## config.mk

```make
export PLATFORM = sky130hd
export DESIGN_NAME = codec_spi_writer
export DESIGN_NICKNAME = d
export VERILOG_FILES = /design/src/rtl/codec_spi_writer.sv
export SDC_FILE = /design/constraint.sdc
export NUM_CORES = 1
export LEC_CHECK = 0
export CORE_UTILIZATION = 60
export DETAILED_ROUTE_END_ITERATION = 6
export DONT_BUFFER_PORTS = 1
export PLACE_DENSITY = 0.73
export SYNTH_ARGS = -nofsm -noshare
export SYNTH_HDL_FRONTEND = slang
export SYNTH_SLANG_ARGS = --single-unit
```

## constraint.sdc

```tcl
create_clock -name clk -period 3.13 [get_ports clk]
set_input_delay 0.4695 -clock clk [delete_from_list [all_inputs] [get_ports clk]]
set_output_delay 0.4695 -clock clk [all_outputs]
set_load 0.1 [all_outputs]
```

## src/rtl/codec_spi_writer.sv

```systemverilog
// Write-only 3-wire SPI master for codec control words: MSB first, CPOL=0,
// with cs_n setup/hold/gap timing and a one-cycle done strobe per word.
module codec_spi_writer #(
  parameter int DATA_WIDTH = 16,
  parameter int CLK_DIV    = 4,
  parameter int CS_SETUP   = 2,
  parameter int CS_HOLD    = 2,
  parameter int CS_GAP     = 4
) (
  input  logic                  clk,
  input  logic                  reset,
  input  logic [DATA_WIDTH-1:0] data,
  input  logic                  trg,
  output logic                  rdy,
  output logic                  busy,
  output logic                  done,
  output logic                  mosi,
  output logic                  sck,
  output logic                  cs_n
);
  localparam int TMAX = (CS_SETUP > CS_HOLD) ? ((CS_SETUP > CS_GAP) ? CS_SETUP : CS_GAP)
                                             : ((CS_HOLD  > CS_GAP) ? CS_HOLD  : CS_GAP);
  localparam int TW  = $clog2(TMAX + 1);
  localparam int DVW = $clog2(2 * CLK_DIV);
  localparam int BW  = $clog2(DATA_WIDTH) + 1;

  localparam logic [TW-1:0]  SETUP_LAST = TW'(CS_SETUP - 1);
  localparam logic [TW-1:0]  HOLD_LAST  = TW'(CS_HOLD - 1);
  localparam logic [TW-1:0]  GAP_LAST   = TW'(CS_GAP - 1);
  localparam logic [DVW-1:0] DIV_LAST   = DVW'(2 * CLK_DIV - 1);
  localparam logic [DVW-1:0] DIV_HIGH   = DVW'(CLK_DIV);
  localparam logic [BW-1:0]  BIT_TOP    = BW'(DATA_WIDTH - 1);

  typedef enum logic [2:0] {IDLE, SETUP, SHIFT, HOLD, GAP} state_t;

  state_t                state, state_nx;
  logic [TW-1:0]         tmr, tmr_nx;
  logic [DVW-1:0]        div, div_nx;
  logic [BW-1:0]         bit_cnt, bit_nx;
  logic [DATA_WIDTH-1:0] shreg, sh_nx;
  logic                  rdy_nx, done_nx, mosi_nx, sck_nx, cs_nx;

  always_ff @(posedge clk) begin
    if (reset) begin
      state   <= IDLE;
      tmr     <= '0;
      div     <= '0;
      bit_cnt <= '0;
      shreg   <= '0;
      rdy     <= 1'b1;
      busy    <= 1'b0;
      done    <= 1'b0;
      mosi    <= 1'b0;
      sck     <= 1'b0;
      cs_n    <= 1'b1;
    end else begin
      state   <= state_nx;
      tmr     <= tmr_nx;
      div     <= div_nx;
      bit_cnt <= bit_nx;
      shreg   <= sh_nx;
      rdy     <= rdy_nx;
      busy    <= ~rdy_nx;
      done    <= done_nx;
      mosi    <= mosi_nx;
      sck     <= sck_nx;
      cs_n    <= cs_nx;
    end
  end

  // Outputs are computed as next-values here so every port comes straight off a flop.
  always_comb begin
    state_nx = state;
    tmr_nx   = tmr;
    div_nx   = div;
    bit_nx   = bit_cnt;
    sh_nx    = shreg;
    rdy_nx   = 1'b0;
    done_nx  = 1'b0;
    mosi_nx  = mosi;
    sck_nx   = 1'b0;
    cs_nx    = cs_n;
    case (state)
      IDLE: begin
        rdy_nx  = 1'b1;
        cs_nx   = 1'b1;
        mosi_nx = 1'b0;
        if (trg && rdy) begin
          state_nx = SETUP;
          tmr_nx   = '0;
          sh_nx    = data;
          mosi_nx  = data[DATA_WIDTH-1];
          cs_nx    = 1'b0;
          rdy_nx   = 1'b0;
        end
      end
      SETUP: begin
        if (tmr == SETUP_LAST) begin
          state_nx = SHIFT;
          div_nx   = '0;
          bit_nx   = BIT_TOP;
        end else begin
          tmr_nx = tmr + TW'(1);
        end
      end
      SHIFT: begin
        if (div == DIV_LAST) begin
          div_nx = '0;
          if (bit_cnt == '0) begin
            state_nx = HOLD;
            tmr_nx   = '0;
          end else begin
            // New bit goes out on the falling edge so it is stable across the next rise.
            bit_nx  = bit_cnt - BW'(1);
            sh_nx   = shreg << 1;
            mosi_nx = shreg[DATA_WIDTH-2];
          end
        end else begin
          div_nx = div + DVW'(1);
          sck_nx = (div_nx >= DIV_HIGH);
        end
      end
      HOLD: begin
        if (tmr == HOLD_LAST) begin
          state_nx = GAP;
          tmr_nx   = '0;
          cs_nx    = 1'b1;
          mosi_nx  = 1'b0;
        end else begin
          tmr_nx = tmr + TW'(1);
        end
      end
      GAP: begin
        if (tmr == GAP_LAST) begin
          state_nx = IDLE;
          rdy_nx   = 1'b1;
          done_nx  = 1'b1;
        end else begin
          tmr_nx = tmr + TW'(1);
        end
      end
      default: state_nx = IDLE;
    endcase
  end
endmodule

```

==> results of run 1 <==
## per-stage QoR
stage / std cells / hold WS, ns / area, sq um
2_1_floorplan: 185 / 0.436 / 1790
3_3_place_gp: 204 / 0.443 / 1770
3_5_place_dp: 204 / 0.447 / 1770
4_1_cts: 212 / 0.173 / 1830
5_1_grt: 212 / 0.154 / 1830
6_report: 212 / 0.182 / 1830
## Yosys cell counts, types with 2 or more instances
master	instances	area (sq um)
inv_1	9	33.8
o31ai_1	3	22.5
nor2_1	9	33.8
and3b_1	2	17.5
nor3b_1	2	15.0
nor2b_1	2	12.5
nand2b_1	2	12.5
nor4b_1	3	26.3
o21ai_0	3	15.0
dfxtp_1	35	701
a211oi_1	9	67.6
nand3_1	2	10.0
nand2_1	4	15.0
or3_1	2	12.5
a211oi_2	10	125
ha_1	6	75.1
clkbuf_1	9	33.8
a311oi_1	2	17.5
mux2i_1	14	140
buf_2	3	15.0
a21oi_1	22	110
nor3_1	4	20.0
a21o_1	2	15.0
buf_6	2	22.5
nand4b_1	2	17.5
## critical path, delay by kind of cell (launching register included)
family	cells	cell delay, ns
AOI/OAI and AO/OA	2	0.61
DFF	1	0.79
and+or+nand+nor	2	0.73
## state kept, by name (all words and copies together) (netlist names), 3 cells and up
name and count:
state 3, div 3, shreg 15, bit_cnt 5
tmr 3
## worst max path at each step
stage / from / slack, ns / to / depth (start not counted)
final: state[1]$_SDFFE_PP0P_ / 0.91 / bit_cnt[4]$_SDFFE_PP0P_ / 4
after CTS: state[1]$_SDFFE_PP0P_ / 1.0 / bit_cnt[3]$_SDFFE_PP0P_ / 4
after global routing: state[1]$_SDFFE_PP0P_ / 0.80 / bit_cnt[3]$_SDFFE_PP0P_ / 4
after global placement: state[1]$_SDFFE_PP0P_ / 1.06 / bit_cnt[3]$_SDFFE_PP0P_ / 4
after floorplan: rdy$_SDFF_PP1_ / 0.99 / shreg[4]$_SDFFE_PP0P_ / 5
after detailed placement: state[1]$_SDFFE_PP0P_ / 1.00 / bit_cnt[3]$_SDFFE_PP0P_ / 4
## metal layers
| metal | routed length (microns) | GRT usage, % |
|---|---|---|
| met4 | 54 | 9.41 |
| met1 | 1560 | 28.6 |
| met2 | 1640 | 37.8 |
| met5 | 0 | 0 |
| met3 | 147 | 5.53 |
## cell usage in the layout (no fill, tap or decap), drive strengths merged, types with 2 or more instances in the layout
cell / n
inv: 9
ha: 6
or4b: 2
nor3b: 2
clkinv: 3
nand3: 2
a21oi: 22
a211oi: 19
nor2b: 2
mux2i: 14
nor2: 9
or3: 2
nor4b: 3
dfxtp: 35
nand2b: 2
a21o: 2
o31ai: 3
nor3: 4
a311oi: 2
buf: 3
nand4b: 2
nand2: 4
and3b: 2
clkbuf: 5
o21ai: 3
a31o: 2
## power by group
group | internal [W] | switching, W | total [W] | leakage [nW]
clock network | 0.0000835 | 0.000151 | 0.000234 | 0.0347
registers | 0.000481 | 0.0000611 | 0.000542 | 0.287
logic | 0.0000766 | 0.0000959 | 0.000173 | 0.291
## final cells by class
type	instances	area (sq um)
fill	237	955
timing repair buffer	3	22.5
inverter	9	33.8
multi-input combinational	126	978
clock buffer	5	37.5
sequential	35	701
tap	31	38.8
clock inverter	3	15.0
## kinds of logic (layout without fill, tap and decap cells)
family          count (synthesis)  count (layout)  synth area share, %
simple gates                   42              42                 14.8
fa+ha+maj                       6               6                 4.20
flops                          35              35                 39.2
buf+inv                        24              20                 6.09
compound gates                 64              64                 27.9
mux                            14              14                 7.84
==> impl_metrics.json, run 1 <==
{
  "crit_path_end_kind": "flop",
  "nNetsFinal": 205,
  "cts_root_buf": "clkbuf_4",
  "die_h_microns": 56.6,
  "cts_inserted_buffers": 5,
  "slowest_stage": "dfxtp_1",
  "avgSynthCellArea_sq_um": 9.66,
  "cts_tree": "yes",
  "synth_flop_cell": "dfxtp_1",
  "async_flop_share_pct": 0,
  "r2r_start": "state[1]$_SDFFE_PP0P_",
  "fmax_mhz": 450,
  "p_leak_nw": 0.612,
  "worstHoldStart": "reset",
  "drt-wirelength-per-cell_microns": 16.0,
  "pre_cts_ws_ns": 1.00,
  "syn_area_sq_um": 1790,
  "tightest_slew_ns": 1.01,
  "final-hold-violation-count": 0,
  "clock_skew_ns": 0.00570,
  "final_core_util_pct": 65.7,
  "holdPathEnd": "div[1]$_SDFFE_PP0P_",
  "cp_max_fo": 19,
  "grt-ovfl-total": 0,
  "grt_pass1_wl_microns": 5710,
  "reg2reg_setup_slack_ns": 0.91,
  "grt_antenna_before_repair": 0,
  "seq_area_frac_synth_pct": 39.2,
  "p_total_w": 0.000949,
  "crit_chain": "or3b_1, o32ai_2, o21ai_0, and3b_1",
  "area_growth_syn_to_layout_pct": 2.17,
  "core_area_sq_um": 2780,
  "groute.usage.overall_pct": 22.9,
  "ys_warn_count": 0,
  "initial_core_util_pct": 64.3,
  "drt_pass1_iterations": 4,
  "grt_setup_unrepaired": "false",
  "crit_type": "reg -> reg",
  "finalSetupViolations": 0,
  "layout_worst_path_cycle_share_pct": 71.0,
  "rr_endpoint": "bit_cnt[4]$_SDFFE_PP0P_",
  "max_stage_delay_ns": 0.79,
  "critPathLaunchType": "flop",
  "synth_nets": 210,
  "dieArea_sq_um": 3200,
  "grt_pass1_vias": 1284,
  "io_buffers": 0,
  "grt_max_degree": 37,
  "slew_headroom_pct": 32.6,
  "cts_max_level": 2,
  "hold_path_depth": 1,
  "wirelength_microns": 3400,
  "gp_congestion": 0.840,
  "drv_cap": 0,
  "final_max_slew_viol_count": 0,
  "synth_edf_count": 0,
  "dp_hpwl_microns": 2310,
  "clkTransAtPathRegs_ns": 0.10,
  "postCtsHoldBufs": 0,
  "post-route-min-period_ns": 2.22,
  "ir_drop_mv": 0.369,
  "num_rows": 19,
  "post-cts-setup-buffers": 0,
  "outcome": "finished, final reports clean",
  "fin_ws_ns": 0.907,
  "finalSetupTns_ns": 0,
  "ctsResizeCount": 0,
  "die_x_microns": 56.6,
  "cp.arrival_ns": 2.46,
  "vias_per_cell": 6.63,
  "remaining_drc_errors": 0,
  "diodes": 0,
  "worstSkewPairLatency_ns": 0.34,
  "ant_nets": 0,
  "drive_above_1_share_pct": 15.5,
  "cts_sinks": 35,
  "p_per_area_nw_per_um2": 519,
  "required_ns": 3.37,
  "holdCritPathClass": "in -> reg",
  "synth_cell_types": 47,
  "r2r_cells": 4,
  "io_pins": 25,
  "cts_buffer_depth": 2,
  "drt_iter0_drc": 82,
  "syn_inst": 185,
  "vias": 1405,
  "ys_seq_elements": 35
}
No activity file was read; power rests on OpenSTA's default activity.
==> run 2: changes to the inputs <==
==> constraint.sdc (replaced) <==
create_clock -name clk -period 2.3 [get_ports clk]
set_input_delay 0.345 -clock clk [delete_from_list [all_inputs] [get_ports clk]]
set_output_delay 0.345 -clock clk [all_outputs]
set_load 0.1 [all_outputs]
==> run 2 against run 1 <==
Clock-buffer cell count stayed put. Hold slack worse by 0.13 ns. Core utilization is 3.8 points higher. Non-clock buffer count is 7 higher. Sequential power is 27% higher. Fmax is 8.0% higher. Highest routed layer unchanged.
==> impl_metrics.json, run 2 (synthesis results as in run 1) <==
{
  "cts_sinks": 35,
  "reg2reg_setup_slack_ns": 0.24,
  "startpoint": "tmr[0]$_SDFFE_PP0P_",
  "met3_length_microns": 145,
  "vias_per_cell": 6.40,
  "drt-wirelength-per-cell_microns": 16.3,
  "final_max_slew_viol_count": 0,
  "grt-ovfl-total": 0,
  "area_growth_syn_to_layout_pct": 8.05,
  "cts_buffer_depth": 2,
  "ant_nets": 0,
  "pre_cts_ws_ns": 0.267,
  "initial_core_util_pct": 64.3,
  "dieArea_sq_um": 3200,
  "rr_endpoint": "tmr[2]$_SDFFE_PP0P_",
  "grt_max_degree": 37,
  "fmax_mhz": 486,
  "postCtsHoldBufs": 0,
  "met2_length_microns": 1820,
  "core_area_sq_um": 2780,
  "final-hold-violation-count": 0,
  "dp_hpwl_microns": 2440,
  "cp_max_fo": 4,
  "finalSetupTns_ns": 0,
  "layout_worst_path_cycle_share_pct": 89.5,
  "grt_pass1_wl_microns": 5780,
  "cts_inserted_buffers": 5,
  "drive_above_1_share_pct": 18.6,
  "p_per_area_nw_per_um2": 802,
  "final_core_util_pct": 69.5,
  "outcome": "finished, final reports clean",
  "num_rows": 19,
  "r2r_start": "tmr[0]$_SDFFE_PP0P_",
  "diodes": 0,
  "post-cts-setup-buffers": 0,
  "p_total_w": 0.00155,
  "groute.usage.overall_pct": 23.3,
  "finalSetupViolations": 0,
  "die_h_microns": 56.6,
  "cts_root_buf": "clkbuf_4",
  "r2r_cells": 6,
  "io_buffers": 0,
  "slew_headroom_pct": 66.9,
  "drv_cap": 0,
  "cts_max_level": 2,
  "post-route-min-period_ns": 2.06,
  "grt_pass1_vias": 1279,
  "layout_commonest_cell": "dfxtp_1",
  "ctsResizeCount": 0,
  "remaining_drc_errors": 0,
  "crit_type": "reg -> reg",
  "gp_congestion": 0.881,
  "reg_top3": "shreg (15), bit_cnt (5)",
  "vias": 1402,
  "required_ns": 2.56,
  "grt_setup_unrepaired": "false",
  "fin_hold_ws_ns": 0.0478,
  "io_pins": 25,
  "maxUsedRoutingLayer": "met4",
  "crit_path_end_kind": "flop",
  "cts_tree": "yes",
  "regMostFlops": "shreg",
  "drt_pass1_iterations": 4,
  "p_leak_nw": 0.664,
  "layout_common_cells": "dfxtp_1, a21oi_1, mux2i_1",
  "cp.arrival_ns": 2.31,
  "clkTransAtPathRegs_ns": 0.12,
  "tightest_slew_ns": 0.491,
  "wirelength_microns": 3580,
  "ir_drop_mv": 0.699,
  "worstSkewPairLatency_ns": 0.35,
  "drt_iter0_drc": 69,
  "grt_antenna_before_repair": 0,
  "clock_skew_ns": 0.00850,
  "die_x_microns": 56.6,
  "critPathLaunchType": "flop",
  "largest_reg_flops": 15,
  "fin_ws_ns": 0.241,
  "holdCritPathClass": "in -> reg",
  "nNetsFinal": 212,
  "met1_length_microns": 1560,
  "endpoint": "tmr[2]$_SDFFE_PP0P_"
}
-- run 2: worst max-delay path, cell delays in order (launching register included) --
cell	delay, ns
dfxtp_1	0.36
ha_1	0.21
ha_1	0.20
or4b_2	0.64
o31a_1	0.15
or3_1	0.32
o31ai_1	0.08
-- run 2: how the worst min path moves through the flow --
| stage | start | end | slack (ns) | depth (start not counted) |
|---|---|---|---|---|
| 2_1_floorplan | div[1]$_SDFFE_PP0P_ | div[1]$_SDFFE_PP0P_ | 0.44 | 2 |
| 3_3_place_gp | reset | shreg[5]$_SDFFE_PP0P_ | 0.42 | 1 |
| 3_5_place_dp | reset | shreg[11]$_SDFFE_PP0P_ | 0.42 | 1 |
| 4_1_cts | reset | shreg[11]$_SDFFE_PP0P_ | 0.03 | 1 |
| 5_1_grt | reset | shreg[11]$_SDFFE_PP0P_ | 0.02 | 1 |
| 6_report | reset | shreg[5]$_SDFFE_PP0P_ | 0.05 | 1 |
-- run 2: area by class of cell --
cell class                      instances  area (sq um)
Clock buffer                            5          37.5
Clock inverter                          3          67.6
Fill cell                             229           850
Inverter                                9          33.8
Multi-Input combinational cell        126           978
Sequential cell                        35           701
Tap cell                               31          38.8
Timing Repair Buffer                   10          75.1
-- run 2: metal layers --
| layer | GRT usage (%) | vias up |
|---|---|---|
| li1 | - | 705 |
| met1 | 28.5 | 664 |
| met2 | 39.2 | 28 |
| met3 | 4.84 | 5 |
| met4 | 10.5 | 0 |
| met5 | 0 | - |
-- run 2: stage by stage --
step | instances | cell area (sq um)
final | 219 | 1930
after global placement | 211 | 1830
after CTS | 219 | 1930
after floorplan | 185 | 1790
after global routing | 219 | 1930
after detailed placement | 211 | 1830
-- run 2: power by group --
| part | internal, W | switching [W] |
|---|---|---|
| clock network | 0.000338 | 0.000223 |
| logic | 0.000115 | 0.000183 |
| registers | 0.000655 | 0.0000354 |
==> run 3: changes to the inputs <==
--- a/config.mk
+++ b/config.mk
@@ -8,6 +8,7 @@
 export CORE_UTILIZATION = 60
 export DETAILED_ROUTE_END_ITERATION = 6
 export DONT_BUFFER_PORTS = 1
+export GPL_ROUTABILITY_DRIVEN = 0
 export PLACE_DENSITY = 0.73
 export SYNTH_ARGS = -nofsm -noshare
 export SYNTH_HDL_FRONTEND = slang
==> results of run 3 <==
Final layout, timing and power as in run 2 (identical DEF).
